===== src/rtl/univ_shift_reg.sv =====
// Universal shift register: DEPTH stages of WIDTH bits.
// Each cycle it can hold, shift right, shift left or parallel-load, with
// optional rotate and a synchronous clear. A saturating fill counter tracks
// how many stages hold shifted-in data. Every output decodes a register.
module univ_shift_reg #(
  parameter int WIDTH = 1,
  parameter int DEPTH = 4,
  localparam int CW = $clog2(DEPTH + 1)
) (
  input  logic                   clk,
  input  logic                   reset,
  input  logic                   clr,
  input  logic [1:0]             mode,
  input  logic                   rot,
  input  logic [WIDTH-1:0]       sin_r,
  input  logic [WIDTH-1:0]       sin_l,
  input  logic [DEPTH*WIDTH-1:0] pin,
  output logic [DEPTH*WIDTH-1:0] pout,
  output logic [WIDTH-1:0]       so_r,
  output logic [WIDTH-1:0]       so_l,
  output logic [CW-1:0]          count,
  output logic                   full
);

  localparam logic [1:0] MODE_HOLD = 2'b00;
  localparam logic [1:0] MODE_SHR  = 2'b01;
  localparam logic [1:0] MODE_SHL  = 2'b10;
  localparam logic [1:0] MODE_LOAD = 2'b11;

  localparam logic [CW-1:0] COUNT_MAX = CW'(DEPTH);

  logic [WIDTH-1:0] r_stage      [DEPTH];
  logic [WIDTH-1:0] w_stage_next [DEPTH];
  logic [CW-1:0]    r_count;
  logic [CW-1:0]    w_count_next;
  logic [CW-1:0]    w_count_inc;
  logic [WIDTH-1:0] w_in_r;
  logic [WIDTH-1:0] w_in_l;

  // Rotate feeds the stage falling off the far end back in place of the serial input.
  assign w_in_r = rot ? r_stage[0]       : sin_r;
  assign w_in_l = rot ? r_stage[DEPTH-1] : sin_l;

  // Fill counter saturates at DEPTH; shifting while full discards the outgoing stage.
  assign w_count_inc = (r_count == COUNT_MAX) ? r_count : r_count + CW'(1);

  // Next-state selection: clear beats every mode, rotate leaves the count alone.
  always_comb begin
    w_count_next = r_count;
    for (int i = 0; i < DEPTH; i++) begin
      w_stage_next[i] = r_stage[i];
    end
    if (clr) begin
      for (int i = 0; i < DEPTH; i++) begin
        w_stage_next[i] = '0;
      end
      w_count_next = '0;
    end else begin
      case (mode)
        MODE_SHR: begin
          for (int i = 0; i < DEPTH - 1; i++) begin
            w_stage_next[i] = r_stage[i+1];
          end
          w_stage_next[DEPTH-1] = w_in_r;
          if (!rot) begin
            w_count_next = w_count_inc;
          end
        end
        MODE_SHL: begin
          for (int i = 1; i < DEPTH; i++) begin
            w_stage_next[i] = r_stage[i-1];
          end
          w_stage_next[0] = w_in_l;
          if (!rot) begin
            w_count_next = w_count_inc;
          end
        end
        MODE_LOAD: begin
          for (int i = 0; i < DEPTH; i++) begin
            w_stage_next[i] = pin[i*WIDTH +: WIDTH];
          end
          w_count_next = COUNT_MAX;
        end
        MODE_HOLD: ;
        default: ;
      endcase
    end
  end

  // State registers; reset clears everything immediately, without a clock.
  always_ff @(posedge clk or posedge reset) begin
    if (reset) begin
      r_stage <= '{default: '0};
      r_count <= '0;
    end else begin
      r_stage <= w_stage_next;
      r_count <= w_count_next;
    end
  end

  // Flatten the stage array onto the parallel output, stage i at slice i.
  for (genvar gi = 0; gi < DEPTH; gi++) begin : g_pout
    assign pout[gi*WIDTH +: WIDTH] = r_stage[gi];
  end

  assign so_r  = r_stage[0];
  assign so_l  = r_stage[DEPTH-1];
  assign count = r_count;
  assign full  = (r_count == COUNT_MAX);

endmodule


===== config.mk =====
export PLATFORM = sky130hd
export DESIGN_NAME = univ_shift_reg
export DESIGN_NICKNAME = d
export VERILOG_FILES = /design/src/rtl/univ_shift_reg.sv
export SDC_FILE = /design/constraint.sdc
export NUM_CORES = 1
export LEC_CHECK = 0
export ABC_CLOCK_PERIOD_IN_PS = 2100
export CORE_AREA = 2 2 39 41
export DETAILED_ROUTE_END_ITERATION = 12
export DIE_AREA = 0 0 41 43
export GPL_ROUTABILITY_DRIVEN = 1
export GPL_TIMING_DRIVEN = 0
export PLACE_DENSITY = 0.86
export RECOVER_POWER = 50
export SKIP_CTS_REPAIR_TIMING = 1
export SYNTH_ARGS = -nofsm -noshare
export SYNTH_HDL_FRONTEND = slang
export SYNTH_SLANG_ARGS = --single-unit

===== constraint.sdc =====
create_clock -name clk -period 2.1 [get_ports clk]
set_clock_uncertainty 0.1 [all_clocks]
set_input_delay 0.315 -clock clk [delete_from_list [all_inputs] [get_ports clk]]
set_output_delay 0.315 -clock clk [all_outputs]
set_load 0.01 [all_outputs]

* Word level (Yosys, flattened, before mapping) *
Cells that the tools add are included.

word-level totals
  register bits = 7
  input bits = 12
  output and inout port bits = 10
  word-level logic and storage cells = 24

cells by class
  add/sub/neg operators = 1
  equal/unequal tests = 6
  multiplexer cells = 8
  reduce and logical (&&, ||, !) cells = 4

operators with widths
  cell                 number
  $pmux 4 s3           1
  $mux 3               3
  $ne 3x3->1 const B   2
  $pmux 3 s2           1
  $eq 2x2->1 const B   2
  $mux 4               1
  $reduce_bool 4->1    1
  $add 3x1->3 const B  1
  $eq 3x3->1 const B   1
  $reduce_and 3->1     1
  $reduce_bool 3->1    1
  $eq 2x1->1 const B   1
  $mux 1               2
  $reduce_or 2->1      1

* Longest topological paths before layout *
Gate-level depths: netlist (run 1).

  depth after elaboration = 5
  depth in mapped cells = 6
  depth with buffers taken out = 5

* Worst setup path before layout (run 1) *
No wires, ideal clock.

  kind = register -> register
  from = register r_count[0] (netlist: count[0])
  to = register r_count[2] (netlist: count[2])
  arrival time = 1,306 ps
  slack = 590 ps
  cell stages (with the launch flop) = 6
  buffers on the path = 0
  period minus slack after synthesis = 1,510 ps
  cells stage by stage = dfrtp_1 inv_1 ha_1 a211oi_2 o22ai_1 a221oi_1

between the ends
  longest elaborated chain between the ends = 5
  elaborated cells between the ends (all ways) = 8

ends and longest elaborated chain
  what                    RTL line  source
  from (decl)             34        logic [CW-1:0] r_count;
  from (signal assigned)  97        r_count <= w_count_next;
  $add 3x1->3             45        assign w_count_inc = (r_count == COUNT_MAX) ? r_count : r_count + CW'(1);
  $mux 3                  45
  $mux 3                  65, 74
  $pmux 3 s2              59        case (mode)
  $mux 3                  53        if (clr) begin

Several ways; a longest one is shown, not always the timed one. The select of a mux whose other input is x is not followed.
A chain may end at the register's enable or synchronous reset.

* Worst setup path after layout (run 1) *
  from = register r_count[0] (netlist: count[0])
  to = output port full

between the ends
  longest elaborated chain between the ends = 1

ends and longest elaborated chain
  what        RTL line  source
  $eq 3x3->1  109       assign full = (r_count == COUNT_MAX);
  to (decl)   22        output logic full

No other way between the ends.

==> results of run 1 <==
per-stage QoR:
stage	util	instance area (sq um)	total power, mW
final	0.579	801	0.400
after global routing	0.579	801	0.422
after CTS	0.579	801	0.405
after detailed placement	0.560	774	0.289
after global placement	0.560	774	0.285
after floorplan	-	554	0.226
where the power goes:
part | internal (mW) | leakage (nW) | switching [mW]
clock network | 0.0722 | 0.0150 | 0.0444
logic | 0.0694 | 0.251 | 0.0555
registers | 0.145 | 0.0947 | 0.0132
total | 0.286 | 0.361 | 0.113
cells by family after synthesis:
family / count (synthesis) / synth area share
flip-flops: 7 / 0.316
AO/OA/AOI/OAI: 19 / 0.251
adder cells (fa/ha/maj): 6 / 0.135
buffers and inverters: 11 / 0.0925
AND/OR/NAND/NOR: 16 / 0.167
multiplexers: 2 / 0.0384
state kept, by name, summed over array words and instances, names as in the netlist:
name and cells:
so_l 1, count 3, pout 2, so_r 1
placed cells by master, fill, tap and decap left out, types with 2 or more instances in the layout:
cell type / synthesis / routed
nand3_1: 2 / 2
dlygate4sd3_1: 0 / 6
a21oi_1: 4 / 4
nand2_1: 5 / 5
clkbuf_1: 1 / 2
o31ai_1: 3 / 3
a22o_1: 2 / 2
a221oi_1: 2 / 2
a211o_1: 2 / 2
ha_1: 6 / 6
clkbuf_4: 0 / 3
clkdlybuf4s50_1: 0 / 14
dfrtp_1: 7 / 7
o21ai_0: 2 / 2
inv_1: 6 / 6
buf_4: 2 / 2
nor2_1: 3 / 3
and2_1: 3 / 3
layer usage:
layer	vias up	global-route usage	routed length, um
li1	263	-	-
met1	247	0.202	529
met2	14	0.231	613
met3	2	0.0157	35
met4	0	0.0600	17
met5	-	0	0
cells in the mapped netlist (2+ instances only):
library cell / number / area, sq um
a21oi_1: 4 / 20.0
o31ai_1: 3 / 22.5
and2_1: 3 / 18.8
dfrtp_1: 7 / 175
inv_1: 6 / 22.5
nor2_1: 3 / 11.3
a211o_1: 2 / 17.5
nand2_1: 5 / 18.8
o21ai_0: 2 / 10.0
a221oi_1: 2 / 17.5
buf_4: 2 / 15.0
ha_1: 6 / 75.1
a22o_1: 2 / 17.5
nand3_1: 2 / 10.0
worst max path at each step:
stage                              start                    to  slack [ns]  depth (start not counted)
floorplan           count[0]$_DFFE_PP0P_  count[2]$_DFFE_PP0P_        0.59                          5
global placement                 mode[0]  count[2]$_DFFE_PP0P_       -0.01                          6
detailed placement               mode[0]  count[2]$_DFFE_PP0P_       -0.05                          6
CTS                 count[0]$_DFFE_PP0P_                  full        0.08                          4
global route        count[0]$_DFFE_PP0P_                  full        0.02                          4
finish              count[0]$_DFFE_PP0P_                  full        0.09                          4
area by class of cell:
class,instances,share of cell area
buffer,5,0.0359
clock buffer,4,0.0328
inverter,6,0.0281
multi-input combinational,43,0.409
sequential,7,0.219
tap,16,0.0250
timing repair buffer,20,0.250
==> summary.txt, run 1 <==
Place
  – Pre-CTS setup slack: -0.0503 ns
  – RD Place Congestion: 0.772
  – Port bufs: 20
  – Placed cell count: 97
  – Final HPWL DP: 999 um

Worst setup path
  – Worst Path Arrival: 1.60 ns
  – Worst Setup Path Type: reg -> out
  – Crit start category: flop
  – Crit path buf inv count: 2
  – Critical Path RT: 1.68 ns
  – Origin of the critical flop-to-flop path: count[0]$_DFFE_PP0P_
  – Critical-path cell list: inv_1 > ha_1 > and2_1 > clkdlybuf4s50_1
  – Critical Path Sink Type: output pin
  – FF-to-FF path depth: 5
  – Slowest cell on the critical path: clkdlybuf4s50_1
  – FF-to-FF End: count[2]$_DFFE_PP0P_
  – Setup slack, reg-to-reg: 0.47 ns
  – Top Family by Delay on Critical Path: buffers and inverters
  – Slowest cell delay on critical path: 0.52 ns
  – Worst-path fanout max: 5

STA
  – Tcrit/Tclk final: 0.958
  – Post-route setup TNS: 0 ns
  – Worst slew margin: 0.705
  – Final setup fails: 0
  – Min Hold Slack: 0.331 ns
  – Hold Vio Cnt, Final: 0
  – Setup slack after layout: 0.0886 ns
  – Fmax: 0.497 GHz
  – Slew of the pin with the lowest slew margin: 0.442 ns
  – Max-slew violations: 0
  – Unrepaired setup endpoints after global routing: false
  – Minimum clock period: 2.01 ns

Route
  – Post-route ant nets: 0
  – Final wirelength: 1.20 mm
  – DRC errors left: 0
  – Vias per cell: 5.21
  – Vias: 526
  – Wirelength per Cell: 11.8 um
  – DRT Pass-1 Iters: 4
  – DR iter-0 viols: 9

Global routing
  – Number of global-route vias before repair: 460
  – Grt total ovfl: 0
  – GRT Util Overall: 0.149
  – First-pass GRT wire length: 1.87 mm
  – Initial antenna violation count: 0
  – Pin count of the biggest net entering global routing: 11

CTS
  – CTS root buf: clkbuf_4
  – H-tree Lvls: 1
  – Clk sink count: 7
  – Clock-pin slew on the worst setup and hold paths: 0.05 ns
  – TritonCTS buffer count: 3
  – CTS tree: yes
  – Clk buf depth: 2
  – Worst-Skew Late Latency: 0.24 ns

Pwr
  – Maximum VDD drop: 0.209 mV
  – Power per cell area: 499 nW/um^2
  – Leak pwr: 0.361 nW

Floorplanning
  – Die area: 1760 sq um
  – Rows: 14
  – Chip width: 41 um
  – Num ports: 22
  – Starting density of the core: 0.401
  – Core area: 1380 sq um
  – Chip Height: 43 um

Yosys
  – FFs w/ async S/R, synth: 1.00
  – Ys Warns: 0
  – Top_reg_cell synth: dfrtp_1
  – Count of cell types in the netlist: 26
  – Number of synthesized flops with an enable pin: 0
  – Syn Inst Count: 61
  – Syn nets: 79
  – Sequential-to-total area share from yosys stat: 0.316
  – Register bit total from synthesis: 7
  – Synth Cell Area: 554 sq um
  – Mapped Avg Cell Area: 9.09 sq um

Finish
  – Area of the multi-input gates: 328 sq um
  – Finished Layout Cells: 101
  – P&R area growth vs syn: 44.5%
  – Layout fillers: 133
  – Antenna cells: 0
  – Share of cells above drive strength 1: 0.118
  – Final nets: 104
  – FF/Latch Area: 175 sq um

Hold path
  – Worst hold path type: in -> async

Flow run
  – Max-Cap Viols: 0

Status
  – Status: finished clean
No activity file was read; power rests on OpenSTA's default activity.
==> run 2, diff against run 1 <==
CORE_AREA = 3 3 40 42   (was 2 2 39 41)
DIE_AREA = 0 0 43 45   (was 0 0 41 43)
==> run 2 against run 1 <==
Against the previous run:
- maximum frequency grew 1.4%
- routed wire length grew 9.7%
- total power grew 2.4%
- register-to-register slack gained 0.06 ns
- final area grew 1.7%
- core utilization grew 5.5 points
- count of clock-buffer cells in the layout is the same
- sequential cell count is the same
==> summary.txt, run 2 (synthesized netlist as in run 1, its figures left out) <==
Status
  – Status: finished clean

Finish
  – Max reg flops: 3
  – Finished Layout Cells: 102
  – Most common cell after layout, fill and taps aside: clkdlybuf4s50_1
  – Final nets: 106
  – Post-route cell area: 815 sq um
  – Antenna cells: 0
  – Most frequent cells in the layout: 14 x clkdlybuf4s50_1, 7 x dfrtp_1, 6 x inv_1, 6 x ha_1, 6 x dlygate4sd3_1
  – P&R area growth vs syn: 47.0%
  – Share of cells above drive strength 1: 0.138

CTS
  – Clock-pin slew on the worst setup and hold paths: 0.05 ns
  – Clk buf depth: 2
  – CTS root buf: clkbuf_4
  – TritonCTS buffer count: 3
  – CTS tree: yes
  – Worst-Skew Late Latency: 0.25 ns
  – H-tree Lvls: 1
  – Clk sink count: 7

Floorplanning
  – Num ports: 22
  – Die area: 1940 sq um
  – Core area: 1280 sq um
  – Chip Height: 45 um
  – Rows: 13
  – Chip width: 43 um
  – Starting density of the core: 0.431

Global routing
  – Initial antenna violation count: 0
  – Grt total ovfl: 0
  – GRT Util Overall: 0.161
  – Number of global-route vias before repair: 498
  – Pin count of the biggest net entering global routing: 11
  – First-pass GRT wire length: 2.24 mm

Flow run
  – Max-Cap Viols: 0

STA
  – Fmax: 0.504 GHz
  – Slew of the pin with the lowest slew margin: 0.415 ns
  – Max-slew violations: 0
  – Hold Vio Cnt, Final: 0
  – Final setup fails: 0
  – Setup slack after layout: 0.116 ns
  – Minimum clock period: 1.98 ns
  – Worst slew margin: 0.724
  – Unrepaired setup endpoints after global routing: false
  – Tcrit/Tclk final: 0.945

Pwr
  – Leak pwr: 0.372 nW
  – Maximum VDD drop: 0.223 mV
  – Power per cell area: 502 nW/um^2

Worst setup path
  – Crit start category: flop
  – Worst-path fanout max: 4
  – Worst Path Arrival: 1.57 ns
  – Critical Path Sink Type: output pin
  – Setup slack, reg-to-reg: 0.53 ns
  – Worst Setup Path Type: reg -> out
  – Critical Path RT: 1.68 ns

Route
  – DRT Pass-1 Iters: 4
  – Final wirelength: 1.31 mm
  – Vias per cell: 5.45
  – Met2 WL: 710 um
  – Post-route ant nets: 0
  – DR iter-0 viols: 12
  – Vias: 556
  – Metal1 wirelength: 496 um
  – DRC errors left: 0
  – Wirelength per Cell: 12.9 um
  – Max layer used: met4
  – Met3 WL: 81 um

Place
  – Port bufs: 20
  – Pre-CTS setup slack: -0.0642 ns
  – Placed cell count: 96
  – RD Place Congestion: 0.759
  – Final HPWL DP: 1.05 mm
  – Post-DP Area: 773 sq um

Hold path
  – Worst hold path type: in -> async
-- run 2: power by group --
part | switching (mW) | internal, mW
Combinational | 0.0585 | 0.0727
Sequential | 0.0124 | 0.145
Clock | 0.0481 | 0.0724
-- run 2: layout make-up --
class / instances / area [sq um]
tap: 15 / 18.8
timing repair buffer: 22 / 215
sequential: 7 / 175
multi-input combinational: 43 / 328
inverter: 6 / 22.5
fill: 109 / 470
clock buffer: 4 / 26.3
buffer: 5 / 28.8
-- run 2: routing by layer --
metal  vias up  GRT usage
li1        269          -
met1       258      0.180
met2        27      0.257
met3         2     0.0359
met4         0      0.145
met5         -          0
-- run 2: path summary, 6_finish.rpt --
kind,start,end,cells after the start
max,count[0]$_DFFE_PP0P_,full,4
min,reset,pout[1]$_DFFE_PP0P_,2
max reg2reg,count[0]$_DFFE_PP0P_,count[2]$_DFFE_PP0P_,5
min reg2reg,pout[1]$_DFFE_PP0P_,pout[1]$_DFFE_PP0P_,2
max in group asynchronous,reset,count[2]$_DFFE_PP0P_,2
min in group clk,clr,count[0]$_DFFE_PP0P_,2
-- run 2: critical path, cell delays in order (launching register included) --
cell and delay [ns]:
dfrtp_1 0.40, inv_1 0.07, ha_1 0.20, and2_1 0.13, clkdlybuf4s50_1 0.52
-- run 2: stage by stage --
step                      total power [mW]  TNS [ns]  hold slack [ns]   util
after floorplan                      0.226         0           0.0184      -
after global placement               0.285   -0.0230            0.435  0.602
after detailed placement             0.290   -0.0642            0.444  0.602
after CTS                            0.417         0            0.185  0.622
after global routing                 0.442         0            0.348  0.634
final                                0.409         0            0.323  0.634
==> run 3, diff against run 2 <==
HOLD_SLACK_MARGIN = 0.05   (was default)
==> results of run 3 <==
Same layout as run 2: the final DEF is identical, and so are final timing and power.
